--- src/rtl/quad_encoder_bank_pkg.sv ---
// quad_encoder_bank_pkg: register map, status bit positions and Gray states shared by the encoder bank
package quad_encoder_bank_pkg;
    localparam logic REG_COUNT  = 1'b0;
    localparam logic REG_STATUS = 1'b1;
    localparam int ST_ERR    = 0;
    localparam int ST_SAT    = 1;
    localparam int ST_DIR    = 2;
    localparam int ST_PRIMED = 3;
    typedef enum logic [1:0] {S00 = 2'b00, S01 = 2'b01, S11 = 2'b11, S10 = 2'b10} gray_e;
    // {A,B} that follows s when A leads B, i.e. the increment direction
    function automatic logic [1:0] cw_next(input logic [1:0] s);
        return s == S00 ? S10 : s == S10 ? S11 : s == S11 ? S01 : S00;
    endfunction
endpackage

--- src/rtl/quad_encoder_bank_if.sv ---
// quad_encoder_bank_if: en/write/addr register bus of the encoder bank
interface quad_encoder_bank_if #(
    parameter int WIDTH = 16,
    parameter int AW    = 2
);
    logic             en;
    logic             write;
    logic [AW-1:0]    addr;
    logic [WIDTH-1:0] writedata;
    logic [WIDTH-1:0] readdata;
    modport master (output en, write, addr, writedata, input readdata);
    modport slave  (input en, write, addr, writedata, output readdata);
endinterface

--- src/rtl/quad_encoder_bank_channel.sv ---
// quad_channel: pin synchroniser, debounce filter, Gray decoder, position counter and
// sticky status for one encoder channel.
module quad_channel
    import quad_encoder_bank_pkg::*;
#(
    parameter int WIDTH      = 16,
    parameter int FILTER_LEN = 4,
    parameter int X4         = 0,
    parameter int SATURATE   = 0
) (
    input  logic             clk,
    input  logic             rst,
    input  logic             a_i,
    input  logic             b_i,
    input  logic             cnt_we_i,
    input  logic             st_we_i,
    input  logic [WIDTH-1:0] wdata_i,
    output logic [WIDTH-1:0] count_o,
    output logic [WIDTH-1:0] status_o,
    output logic             step_o,
    output logic             dir_o
);
    localparam int RW = $clog2(FILTER_LEN + 1);
    localparam logic [WIDTH-1:0] CMAX = {1'b0, {(WIDTH-1){1'b1}}};
    localparam logic [WIDTH-1:0] CMIN = {1'b1, {(WIDTH-1){1'b0}}};
    logic [1:0]       meta_q, sync_q, cand_q, filt_q, dec_q;
    logic [RW-1:0]    run_q, run_d;
    logic [WIDTH-1:0] cnt_q, cnt_d;
    logic             filt_v_q, primed_q, err_q, err_d, sat_q, sat_d, dir_q, dir_d, step_q;
    logic             accept, change, valid, inc, hit, at_lim;

    always_comb begin
        run_d    = sync_q != cand_q ? RW'(1) : run_q == RW'(FILTER_LEN) ? run_q : run_q + RW'(1);
        accept   = run_q == RW'(FILTER_LEN) && (!filt_v_q || cand_q != filt_q);
        change   = primed_q && filt_q != dec_q;
        valid    = change && ^(filt_q ^ dec_q);
        inc      = filt_q == cw_next(dec_q);
        // 1x mode counts only on filtered A rising; a bus write to COUNT swallows the step
        hit      = valid && (X4 != 0 || (!dec_q[1] && filt_q[1])) && !cnt_we_i;
        at_lim   = SATURATE != 0 && cnt_q == (inc ? CMAX : CMIN);
        cnt_d    = cnt_we_i ? wdata_i : hit && !at_lim ? (inc ? cnt_q + WIDTH'(1) : cnt_q - WIDTH'(1)) : cnt_q;
        dir_d    = hit ? inc : dir_q;
        err_d    = (change && !valid) || (err_q && !(st_we_i && wdata_i[ST_ERR]));
        sat_d    = (hit && at_lim) || (sat_q && !(st_we_i && wdata_i[ST_SAT]));
        status_o = '0;
        status_o[ST_ERR]    = err_q;
        status_o[ST_SAT]    = sat_q;
        status_o[ST_DIR]    = dir_q;
        status_o[ST_PRIMED] = primed_q;
    end

    always_ff @(posedge clk or posedge rst)
        if (rst) begin
            meta_q   <= '0;
            sync_q   <= '0;
            cand_q   <= '0;
            run_q    <= '0;
            filt_q   <= '0;
            filt_v_q <= 1'b0;
            dec_q    <= '0;
            primed_q <= 1'b0;
            cnt_q    <= '0;
            err_q    <= 1'b0;
            sat_q    <= 1'b0;
            dir_q    <= 1'b0;
            step_q   <= 1'b0;
        end else begin
            meta_q   <= {a_i, b_i};
            sync_q   <= meta_q;
            cand_q   <= sync_q;
            run_q    <= run_d;
            if (accept) begin
                filt_q   <= cand_q;
                filt_v_q <= 1'b1;
            end
            dec_q    <= filt_q;
            primed_q <= primed_q || filt_v_q;
            cnt_q    <= cnt_d;
            err_q    <= err_d;
            sat_q    <= sat_d;
            dir_q    <= dir_d;
            step_q   <= hit;
        end

    assign count_o = cnt_q;
    assign step_o  = step_q;
    assign dir_o   = dir_q;
endmodule

--- src/rtl/quad_encoder_bank.sv ---
// quad_encoder_bank: bank of quadrature encoder channels behind a COUNT/STATUS register bus;
// address is {channel, reg}, out-of-range channels read 0 and ignore writes.
module quad_encoder_bank
    import quad_encoder_bank_pkg::*;
#(
    parameter int CHANNELS   = 2,
    parameter int WIDTH      = 16,
    parameter int FILTER_LEN = 4,
    parameter int X4         = 0,
    parameter int SATURATE   = 0,
    localparam int AW        = $clog2(CHANNELS) + 1
) (
    input  logic                clk,
    input  logic                rst,
    input  logic [CHANNELS-1:0] rot_a_i,
    input  logic [CHANNELS-1:0] rot_b_i,
    quad_encoder_bank_if.slave  bus,
    output logic [CHANNELS-1:0] step_o,
    output logic [CHANNELS-1:0] dir_o
);
    logic [WIDTH-1:0] count [CHANNELS];
    logic [WIDTH-1:0] status [CHANNELS];
    logic [WIDTH-1:0] rdata;
    logic [AW-1:0]    ch;
    logic             wr;

    assign ch = AW'(bus.addr >> 1);
    assign wr = bus.en && bus.write;

    for (genvar c = 0; c < CHANNELS; c++) begin : g_ch
        quad_channel #(
            .WIDTH(WIDTH), .FILTER_LEN(FILTER_LEN), .X4(X4), .SATURATE(SATURATE)
        ) u_ch (
            .clk(clk),
            .rst(rst),
            .a_i(rot_a_i[c]),
            .b_i(rot_b_i[c]),
            .cnt_we_i(wr && ch == AW'(c) && bus.addr[0] == REG_COUNT),
            .st_we_i(wr && ch == AW'(c) && bus.addr[0] == REG_STATUS),
            .wdata_i(bus.writedata),
            .count_o(count[c]),
            .status_o(status[c]),
            .step_o(step_o[c]),
            .dir_o(dir_o[c])
        );
    end

    always_comb begin
        rdata = '0;
        for (int c = 0; c < CHANNELS; c++)
            if (ch == AW'(c)) rdata = bus.addr[0] == REG_STATUS ? status[c] : count[c];
    end

    assign bus.readdata = rdata;
endmodule
--- src/flat_wrapper.sv ---
// flat-port wrapper written by rule: the top's interface ports become plain ports
module quad_encoder_bank_flat import quad_encoder_bank_pkg::*;
#(
    parameter int CHANNELS   = 2,
    parameter int WIDTH      = 16,
    parameter int FILTER_LEN = 4,
    parameter int X4         = 0,
    parameter int SATURATE   = 0,
    localparam int AW        = $clog2(CHANNELS) + 1
)
  (clk, rst, rot_a_i, rot_b_i, step_o, dir_o, bus_en, bus_write, bus_addr, bus_writedata, bus_readdata);
  quad_encoder_bank_if #(.WIDTH(WIDTH)) bus_i ();
  input  logic clk;
  input  logic rst;
  input  logic [CHANNELS-1:0] rot_a_i;
  input  logic [CHANNELS-1:0] rot_b_i;
  output logic [CHANNELS-1:0] step_o;
  output logic [CHANNELS-1:0] dir_o;
  input wire logic [$bits(bus_i.en)-1:0] bus_en;
  input wire logic [$bits(bus_i.write)-1:0] bus_write;
  input wire logic [$bits(bus_i.addr)-1:0] bus_addr;
  input wire logic [$bits(bus_i.writedata)-1:0] bus_writedata;
  output wire logic [$bits(bus_i.readdata)-1:0] bus_readdata;
  assign bus_i.en = bus_en;
  assign bus_i.write = bus_write;
  assign bus_i.addr = bus_addr;
  assign bus_i.writedata = bus_writedata;
  assign bus_readdata = bus_i.readdata;
  quad_encoder_bank #(.CHANNELS(CHANNELS), .WIDTH(WIDTH), .FILTER_LEN(FILTER_LEN), .X4(X4), .SATURATE(SATURATE)) u_core (.clk(clk), .rst(rst), .rot_a_i(rot_a_i), .rot_b_i(rot_b_i), .bus(bus_i), .step_o(step_o), .dir_o(dir_o));
endmodule
--- config.mk ---
export PLATFORM = sky130hd
export DESIGN_NAME = quad_encoder_bank_flat
export DESIGN_NICKNAME = d
export VERILOG_FILES = /design/src/rtl/quad_encoder_bank_pkg.sv /design/src/rtl/quad_encoder_bank_if.sv /design/src/rtl/quad_encoder_bank_channel.sv /design/src/rtl/quad_encoder_bank.sv /design/src/flat_wrapper.sv
export SDC_FILE = /design/constraint.sdc
export NUM_CORES = 1
export LEC_CHECK = 0
export CAP_MARGIN = 20
export CELL_PAD_IN_SITES_DETAIL_PLACEMENT = 1
export CELL_PAD_IN_SITES_GLOBAL_PLACEMENT = 2
export CORE_MARGIN = 3
export CORE_UTILIZATION = 30
export DETAILED_ROUTE_END_ITERATION = 8
export PLACE_DENSITY_LB_ADDON = 0.1
export REMOVE_ABC_BUFFERS = 1
export SLEW_MARGIN = 25
export SYNTH_ARGS = -nofsm -noshare
export SYNTH_HDL_FRONTEND = slang
export SYNTH_SLANG_ARGS = --single-unit
--- constraint.sdc ---
create_clock -name clk -period 2.8 [get_ports clk]
set_input_delay 0.42 -clock clk [delete_from_list [all_inputs] [get_ports clk]]
set_output_delay 0.42 -clock clk [all_outputs]
set_load 0.1 [all_outputs]
# After elaboration in Yosys (flattened, before gate mapping)
# Index checks and enable logic that the tools add are counted.
totals:
  inputBits: 26
  memories: 0
  latch_bits: 0
  mem_bits_ro: 0
  register_bits: 70
  ram_bits: 0
classes:
  mul: 0
  order_cmp: 0
  addsub: 6
  eq_ne: 16
  shifts: 0
  div_mod_pow: 0
  bitwise: 3
  n_reduce_logical: 54
  mux: 20
ops:
  columns: ["cell", "count"]
  rows:
  - ["two-way mux 16 bit", 10]
  - ["adder 16 x 1 -> 16 bit (second input constant)", 2]
  - ["subtractor 16 x 1 -> 16 bit (second input constant)", 2]
  - ["logical AND 1 bit", 29]
  - ["zero test 1 bit", 12]
  - ["two-way mux 3 bit", 4]
  - ["inequality test 2 bit", 6]
  - ["== test 2 bit (second input constant)", 4]
  - ["two-way mux 2 bit", 4]
  - ["adder 3 x 1 -> 3 bit (second input constant)", 2]
  - ["== test 3 bit (second input constant)", 2]
  - ["zero test 2 bit", 3]
  - ["logical OR 1 bit", 6]
  - ["== test 2 bit", 2]
  - ["inequality test 2 bit (second input constant)", 2]
  - ["nonzero test 2 bit", 2]
  - ["parity 2 bit", 2]
  - ["bitwise XOR 2 bit", 2]
  - ["two-way mux 1 bit", 2]
  - ["inverter 1 bit", 1]

# Depth between registers and ports, before layout
# Gate-level depths: netlist of run 1.
depth:
  ltp_word: 8
  ltp_mapped: 12
  mapped_depth_nobuf: 12

# Cells and area by module
# A second synthesis of run 1 with hierarchy kept.
unflattened:
  cells_unflattened: 545
  area_unflattened_um2: 5202.5
by_module_without_submodules:
  columns: ["module", "cells_per_inst", "area_per_inst_um2", "instances"]
  rows:
  - ["quad_channel (u_core.g_ch[0].u_ch)", 263, 2416.1, 1]
  - ["quad_channel (u_core.g_ch[1].u_ch)", 258, 2354.8, 1]
  - ["quad_encoder_bank", 24, 431.7, 1]

# Worst setup path after synthesis of run 1
# No wires, ideal clock.
synth_path:
  path_kind: "input to output"
  startpoint: "in bus_addr[1]"
  endpoint: "out bus_readdata[10]"
  cell_stages: 4
  n_path_buf: 2
  arrival_ns: 2.645
  path_slack_ns: -0.265
  t_required_ns: 2.380
  cell_sequence: "clkbuf_1 -> clkbuf_1 -> mux2i_1 -> nor2_1"
synth_via:
  elab_chain_cells: 3
synth_rtl:
  columns: ["element", "line_no", "source"]
  rows:
  - ["start: declaration", "flat_wrapper.sv:21", "input wire logic [$bits(bus_i.addr)-1:0] bus_addr;"]
  - ["zero test 2 bit", "quad_encoder_bank.sv:51", "if (ch == AW'(c)) rdata = bus.addr[0] == REG_STATUS ? status[c] : count[c];"]
  - ["two-way mux 16 bit", "quad_encoder_bank.sv:51", null]
  - ["two-way mux 16 bit *", "quad_encoder_bank.sv:51", null]
  - ["end: declaration", "flat_wrapper.sv:23", "output wire logic [$bits(bus_i.readdata)-1:0] bus_readdata;"]
# Every way passes the cells marked *; elsewhere a longest branch is shown, timed or not.

# Worst setup path after layout of run 1
layout_path:
  startpoint: "reg u_core.g_ch[0].u_ch.filt_q[0]"
  endpoint: "reg u_core.g_ch[0].u_ch.cnt_q[14]"
layout_via:
  elab_chain_cells: 6
  elab_cells_between_ends: 12
  cone_classes: "eq/ne (2); mux (3); bitwise (1); reduce/logical (6)"
layout_rtl:
  columns: ["element", "line_no", "source"]
  rows:
  - ["start: declaration", "quad_encoder_bank_channel.sv:26", "logic [1:0] meta_q, sync_q, cand_q, filt_q, dec_q;"]
  - ["start signal: assignment", "quad_encoder_bank_channel.sv:73", "filt_q <= cand_q;"]
  - ["inequality test 2 bit / bitwise XOR 2 bit (equally long branches)", "quad_encoder_bank_channel.sv:35, quad_encoder_bank_channel.sv:36", null]
  - ["logical AND 1 bit / parity 2 bit (equally long branches)", "quad_encoder_bank_channel.sv:35, quad_encoder_bank_channel.sv:36", null]
  - ["logical AND 1 bit", "quad_encoder_bank_channel.sv:36", "valid = change && ^(filt_q ^ dec_q);"]
  - ["logical AND 1 bit (2 in a row)", "quad_encoder_bank_channel.sv:39", "hit = valid && (X4 != 0 || (!dec_q[1] && filt_q[1])) && !cnt_we_i;"]
  - ["nonzero test 2 bit (no source line)", null, null]
  - ["end signal: assignment", "quad_encoder_bank_channel.sv:78", "cnt_q <= cnt_d;"]
  - ["end: declaration", "quad_encoder_bank_channel.sv:28", "logic [WIDTH-1:0] cnt_q, cnt_d;"]
# Several ways; a longest one is shown, not always the timed one. The select of a mux whose other input is x is not followed.
# A chain may end at the register's enable or synchronous reset.

==> results of run 1 <==
per-layer routing:
metal  vias to the layer above  GRT usage
met5                         -          0
met2                        77      0.298
met4                         0     0.0550
li1                       1937          -
met1                      1932      0.209
met3                        21     0.0338
worst max-delay path by stage:
stage / start / end / cells after the start
2_1_floorplan: u_core.g_ch[0].u_ch.filt_q[1] / u_core.g_ch[0].u_ch.count_o[14] / 12
5_1_grt: u_core.g_ch[0].u_ch.filt_q[0] / u_core.g_ch[0].u_ch.count_o[14] / 13
3_3_place_gp: u_core.g_ch[0].u_ch.filt_q[0] / u_core.g_ch[0].u_ch.count_o[14] / 13
4_1_cts: u_core.g_ch[1].u_ch.dec_q[1] / u_core.g_ch[1].u_ch.count_o[14] / 13
3_5_place_dp: u_core.g_ch[0].u_ch.filt_q[1] / u_core.g_ch[0].u_ch.count_o[12] / 13
6_report: u_core.g_ch[0].u_ch.filt_q[0] / u_core.g_ch[0].u_ch.count_o[14] / 13
worst max-delay path, cell delays in order, from the launching register on:
cell and delay, ps:
dfrtp_1 390, xnor2_1 190, nand2_2 140, buf_6 170
buf_12 140, ha_4 220, a21o_4 220, nor3_4 250
a211oi_4 90, o21a_1 190, o21a_1 220, o221ai_2 180
xor2_1 170, o211ai_1 90
cell usage in the layout, fill, tap and decap left out, types with 19 or more instances in the layout:
cell,netlist,layout
clkdlybuf4s50_1,0,25
buf_12,0,19
o21ai_0,40,32
xnor2_1,24,24
a21oi_1,35,33
buf_4,5,55
nand2_1,48,47
inv_1,23,21
dfrtp_1,70,70
ha_1,40,25
nor2_1,43,42
through the flow:
step                       util  hold slack (ps)  instance area (µm²)  instances
after global placement    0.387              336                 5690        749
after CTS                 0.415              352                 6100        769
final                     0.442              349                 6500        777
after detailed placement  0.387              336                 5690        749
after global routing      0.442              357                 6500        777
after floorplan               -              331                 4480        473
flip-flops by register name, summed over array words and instances (netlist names):
| register | count |
|---|---|
| u_core.g_ch.u_ch.cand_q | 4 |
| u_core.g_ch.u_ch.meta_q | 4 |
| u_core.g_ch.u_ch.dir_o | 2 |
| u_core.g_ch.u_ch.filt_q | 4 |
| u_core.g_ch.u_ch.err_q | 2 |
| u_core.g_ch.u_ch.sat_q | 2 |
| u_core.g_ch.u_ch.primed_q | 2 |
| u_core.g_ch.u_ch.filt_v_q | 2 |
| u_core.g_ch.u_ch.dec_q | 4 |
| u_core.g_ch.u_ch.count_o | 32 |
| u_core.g_ch.u_ch.step_o | 2 |
| u_core.g_ch.u_ch.sync_q | 4 |
| u_core.g_ch.u_ch.run_q | 6 |
area by class of cell:
type / instances / area [µm²]
inverter: 23 / 86.3
multi-input combinational: 380 / 3020
tap: 184 / 230
clock buffer: 10 / 229
fill: 1619 / 8200
timing repair buffer: 104 / 1110
sequential: 70 / 1750
clock inverter: 6 / 71.3
cells by family (layout without fill, tap and decap cells):
logic type | Yosys count | after routing
AO/OA/AOI/OAI | 133 | 133
XOR/XNOR | 32 | 32
adder cells (fa/ha/maj) | 42 | 42
buffers and inverters | 44 | 143
flip-flops | 70 | 70
multiplexers | 23 | 23
AND/OR/NAND/NOR | 150 | 150
timing repair:
item / 4_1_cts / 5_1_grt
pin swaps: 7 / 26
resized for setup: 18 / 56
endpoints found under the setup margin: 10 / 16
buffers inserted: 4 / 7
endpoints found under the hold margin: 0 / 0
cloned: 0 / 1
==> run summary, run 1 <==
Crit-path max FO -> 6
Hold Startpoint -> u_core.g_ch[1].u_ch.meta_q[0]
Clock latency on the worst-skew pair -> 340 ps
Post-synth top cells -> 70 x dfrtp_1, 48 x nand2_1, 43 x nor2_1
Async S/R FF share, synth -> 1.00
Clk sinks -> 70
Final #Nets -> 656
Main combinational cell family by area after synthesis -> compound AO/OA/AOI/OAI gates
RSZ-0062 raised after global routing -> true
Met3 wire length -> 494 µm
First-pass GRT wire length -> 22000 µm
Hold Path Sink -> u_core.g_ch[1].u_ch.sync_q[0]
Post-Synthesis Cells -> 494
Outcome -> complete, no violations
Number of CTS-inserted buffers -> 9
Die area -> 16800 µm²
Mux share of post-synthesis cell area -> 0.0626
Vias per cell -> 5.11
Share of the synthesized area in the top cell type -> 0.383
Max-cap violations -> 0
CTS tree -> done
Ys flop type -> dfrtp_1
Sequential area share after synthesis -> 0.383
Setup TNS -> 0 ps
Worst setup margin -> 13.9 ps
Hold Path Stages -> 0
Routed len/inst -> 18.1 µm
Period utilization -> 0.995
Core area -> 14700 µm²
Reg2Reg Depth -> 13
Share of cells above drive strength 1 -> 0.270
Synthesized area per cell -> 9.26 µm²
Rows -> 44
Met1 WL -> 6110 µm
Starting DRT DRC Count -> 120
Top cells by area, synth -> dfrtp_1 38%, ha_1 11%, xnor2_1 4.6%
Drt drc -> 0
Post-route minimum period -> 2790 ps
Post-DP HPWL -> 10800 µm
Yosys warns -> 0
Yosys cell types -> 53
P&R area growth vs syn -> 42.1%
Die H -> 129 µm
Vias in the first global route -> 4294
Simple-gate share of the synthesized area -> 0.153
Place WS -> -163 ps
Synth Area in XOR/XNOR -> 0.0613
CTS clock-pin slew for the worst setup and hold paths -> 60 ps
CP endpoint kind -> flop
Clock root buffer -> clkbuf_16
Top layer reached by signal wires -> met4
Number of synthesized flops with an enable pin -> 0
Routed wire length -> 14000 µm
GP Congestion -> 0.826
Worst reg-to-reg setup slack -> 10 ps
Crit path DAT -> 3000 ps
Ports -> 46
Total number of vias -> 3967
GRT Util Overall -> 0.170
Hold Fails Final Rpt -> 0
Antenna violations before repair -> 0
H-tree depth -> 3
Fmax -> 359 MHz
Cts hold-fix bufs -> 0
Synth area leader -> dfrtp_1
Critical Path Source Type -> flop
Compound-Gate Fraction of Synth Area -> 0.182
DRT antenna net count -> 0
Final setup viols -> 0
Largest net degree at the start of global routing -> 30
RR Endpoint -> u_core.g_ch[0].u_ch.count_o[14]
Worst Hold Class -> flop to flop
Reg-to-reg startpoint -> u_core.g_ch[0].u_ch.filt_q[0]
Syn Std Cell Area -> 4570 µm²
Slew headroom -> 0.541
N_diodes -> 0
Buffers on Ports -> 45
Clk buf depth -> 2
GRT overflow -> 0
Most frequent cell after synthesis -> dfrtp_1
Post-synthesis adder-cell area fraction -> 0.118
Width of the die -> 129 µm
Initial Utilization -> 0.311
Slew Viols, Final -> 0
Worst Max-Slew Pin Slew -> 688 ps
Critical Setup Path Class -> flop to flop
Clock Skews -> 5.42 ps
DR WL met2 -> 7140 µm
DRT Pass-1 Iters -> 4
Worst EP required -> 3010 ps
Seq cells post-synth -> 70
Power of run 1 is left out: the tool's default activity adds up to more than one toggle a clock period on the data nets, which glitch-free logic cannot reach.
==> inputs of run 2 (changes only) <==
--- a/config.mk
+++ b/config.mk
@@ -11,6 +11,7 @@
 export CORE_MARGIN = 3
 export CORE_UTILIZATION = 30
 export DETAILED_ROUTE_END_ITERATION = 8
+export GPL_ROUTABILITY_DRIVEN = 0
 export PLACE_DENSITY_LB_ADDON = 0.1
 export REMOVE_ABC_BUFFERS = 1
 export SLEW_MARGIN = 25
==> results of run 2 <==
No change in the layout: final DEF, timing and power equal those of run 1.
Power of run 2 is left out for the same reason.
==> inputs of run 3 (changes only) <==
--- a/config.mk
+++ b/config.mk
@@ -8,6 +8,7 @@
 export CAP_MARGIN = 20
 export CELL_PAD_IN_SITES_DETAIL_PLACEMENT = 1
 export CELL_PAD_IN_SITES_GLOBAL_PLACEMENT = 2
+export CORE_ASPECT_RATIO = 1.5
 export CORE_MARGIN = 3
 export CORE_UTILIZATION = 30
 export DETAILED_ROUTE_END_ITERATION = 8
==> constraint.sdc (replaced) <==
create_clock -name clk -period 2.8 [get_ports clk]
set_input_delay 0.42 -clock clk [delete_from_list [all_inputs] [get_ports clk]]
set_output_delay 0.42 -clock clk [all_outputs]
set_load 0.01 [all_outputs]
==> run 3 against run 2 <==
Compared with the run above: setup slack improved by 31 ps; largest cell class unchanged; routed wire length rose by 8.4%; count of clock-buffer cells in the layout did not move; non-clock buffer count rose by 8; critical path depth did not move; clock skew rose by 4.6 ps; die area rose by 0.19%; flip-flop and latch count did not move.
==> run summary, run 3 (same netlist as run 1, synthesis figures left out) <==
Outcome -> complete, no violations
DRT Pass-1 Iters -> 5
Max-cap violations -> 0
Vias in the first global route -> 4476
Routed wire length -> 15200 µm
Clock root buffer -> clkbuf_16
Hold Startpoint -> u_core.g_ch[0].u_ch.meta_q[1]
Fmax -> 363 MHz
Peak supply drop -> 0.000483 V
Reg2Reg Depth -> 13
Register area -> 1750 µm²
Leakage -> 2.75 nW
Clock share of power -> 0.109
Clock Skews -> 10.1 ps
H-tree depth -> 3
Worst reg-to-reg setup slack -> 50 ps
P&R area growth vs syn -> 41.4%
Power consumption -> 9.69 mW
Clk sinks -> 70
Internal power -> 5.46 mW
Vias per cell -> 5.13
Initial Utilization -> 0.311
Area occupied by multi-input gates -> 3110 µm²
Post-route minimum period -> 2750 ps
Commonest non-fill, non-tap cells in the layout -> 70 x dfrtp_1, 59 x buf_4, 45 x nand2_1, 45 x clkdlybuf4s50_1, 43 x nor2_1
Die H -> 157 µm
Rows -> 54
Buffers on Ports -> 45
Switching Share -> 0.437
Comb pwr share -> 0.712
Crit path DAT -> 3010 ps
Worst Hold Class -> flop to flop
Crit-path max FO -> 7
Worst Max-Slew Pin Slew -> 631 ps
CP endpoint kind -> flop
Slowest stage delay, CP -> 390 ps
Period utilization -> 0.984
Slew headroom -> 0.579
Hold Path Stages -> 0
Non-Filler Instances -> 797
Clock latency on the worst-skew pair -> 340 ps
Hold Path Sink -> u_core.g_ch[0].u_ch.sync_q[1]
CP delay by family, top -> compound AO/OA/AOI/OAI gates
Final setup viols -> 0
Die area -> 16800 µm²
Net Sw Power -> 4.23 mW
DRT antenna net count -> 0
Number of CTS-inserted buffers -> 9
Slew Viols, Final -> 0
Largest register FFs -> 32
Worst-path cell chain -> xnor2_1, nand2_2, buf_8, buf_2, buf_4, ha_1, a21o_1, a21oi_2, o31ai_4, o221ai_2, xnor2_1, or3_1, a31oi_1
Critical Setup Path Class -> flop to flop
Most common cell after layout, fill and taps aside -> dfrtp_1
Sequential share of power -> 0.179
Reg-to-reg startpoint -> u_core.g_ch[0].u_ch.dec_q[1]
N_diodes -> 0
PwrDens -> 1500 nW/µm²
Fillers -> 1725
Total number of vias -> 4091
Clk buf depth -> 2
Starting DRT DRC Count -> 85
Worst EP required -> 3050 ps
Minimum hold slack -> 351 ps
Slowest-stage cell, CP -> dfrtp_1
Final #Nets -> 664
Ports -> 46
Hold Fails Final Rpt -> 0
GRT overflow -> 0
Width of the die -> 107 µm
GRT Util Overall -> 0.181
Core Util, Final -> 0.439
CTS clock-pin slew for the worst setup and hold paths -> 60 ps
Core area -> 14700 µm²
Routed len/inst -> 19.1 µm
CTS tree -> done
Antenna violations before repair -> 0
RR Endpoint -> u_core.g_ch[0].u_ch.count_o[15]
Buf/Inv on CP -> 3
Top cell by count, worst path -> xnor2_1
Critical Path Source Type -> flop
Largest net degree at the start of global routing -> 30
Cell total after placement -> 764
First-pass GRT wire length -> 23500 µm
RSZ-0062 raised after global routing -> true
Post-DP HPWL -> 11600 µm
Drt drc -> 0
Share of cells above drive strength 1 -> 0.268
==> run 3: cell count changes in the layout (fill, tap and decap cells not counted), sizes merged <==
cell	change
buf	-11
bufinv	-1
clkbuf	-1
clkdlybuf4s50	+20
clkinv	-1
clkinvlp	+2
==> run 3: per-stage QoR <==
stage	worst slack [ps]	instance area (µm²)	setup TNS (ps)
after floorplan	-46.6	4480	-128
after global placement	-101	5570	-386
after detailed placement	-179	5570	-1040
after CTS	0.708	5900	0
after global routing	-108	6470	-331
final	45.1	6470	0
==> run 3: cell type report <==
cell class	count	area share
clock buffers	10	0.0354
clock inverters	6	0.00735
inverters	23	0.0133
multi-input cells	380	0.480
flip-flops and latches	70	0.271
well taps	196	0.0379
repair buffers	112	0.155
==> run 3: what timing repair did <==
action                     CTS  global route
hold buffers                 0             0
cloned                       0             0
hold endpoints to repair     0             0
pin swaps                    5            45
setup endpoints to repair   14            19
buffers inserted             1            16
gates resized for setup     14            77
==> run 3: worst max path at each step <==
stage | endpoint | depth (start not counted) | slack [ps] | from
final | u_core.g_ch[0].u_ch.count_o[15] | 13 | 50 | u_core.g_ch[0].u_ch.dec_q[1]
after global routing | u_core.g_ch[0].u_ch.count_o[15] | 13 | -110 | u_core.g_ch[0].u_ch.dec_q[1]
after CTS | u_core.g_ch[0].u_ch.count_o[12] | 12 | 0.7 | u_core.g_ch[0].u_ch.filt_q[0]
after detailed placement | u_core.g_ch[0].u_ch.count_o[15] | 11 | -180 | u_core.g_ch[0].u_ch.filt_q[0]
after global placement | u_core.g_ch[0].u_ch.count_o[15] | 11 | -100 | u_core.g_ch[0].u_ch.filt_q[0]
after floorplan | u_core.g_ch[0].u_ch.count_o[14] | 12 | -50 | u_core.g_ch[0].u_ch.filt_q[1]
==> run 3: power by group through the flow <==
stage / registers, mW / clock network, mW / logic [mW]
floorplan: 1.55 / 0 / 3.45
global placement: 1.71 / 0 / 5.27
detailed placement: 1.72 / 0 / 5.39
CTS: 1.70 / 1.09 / 5.59
global route: 1.77 / 1.14 / 7.63
finish: 1.73 / 1.06 / 6.89
==> run 3: metal layers <==
layer  GRT usage  up-vias  share of wire
li1            -     1958              -
met1       0.202     2058           0.38
met2       0.353       63           0.57
met3      0.0316       12          0.036
met4      0.0427        0          0.012
met5           0        -              0
No activity file was read; power rests on OpenSTA's default activity.
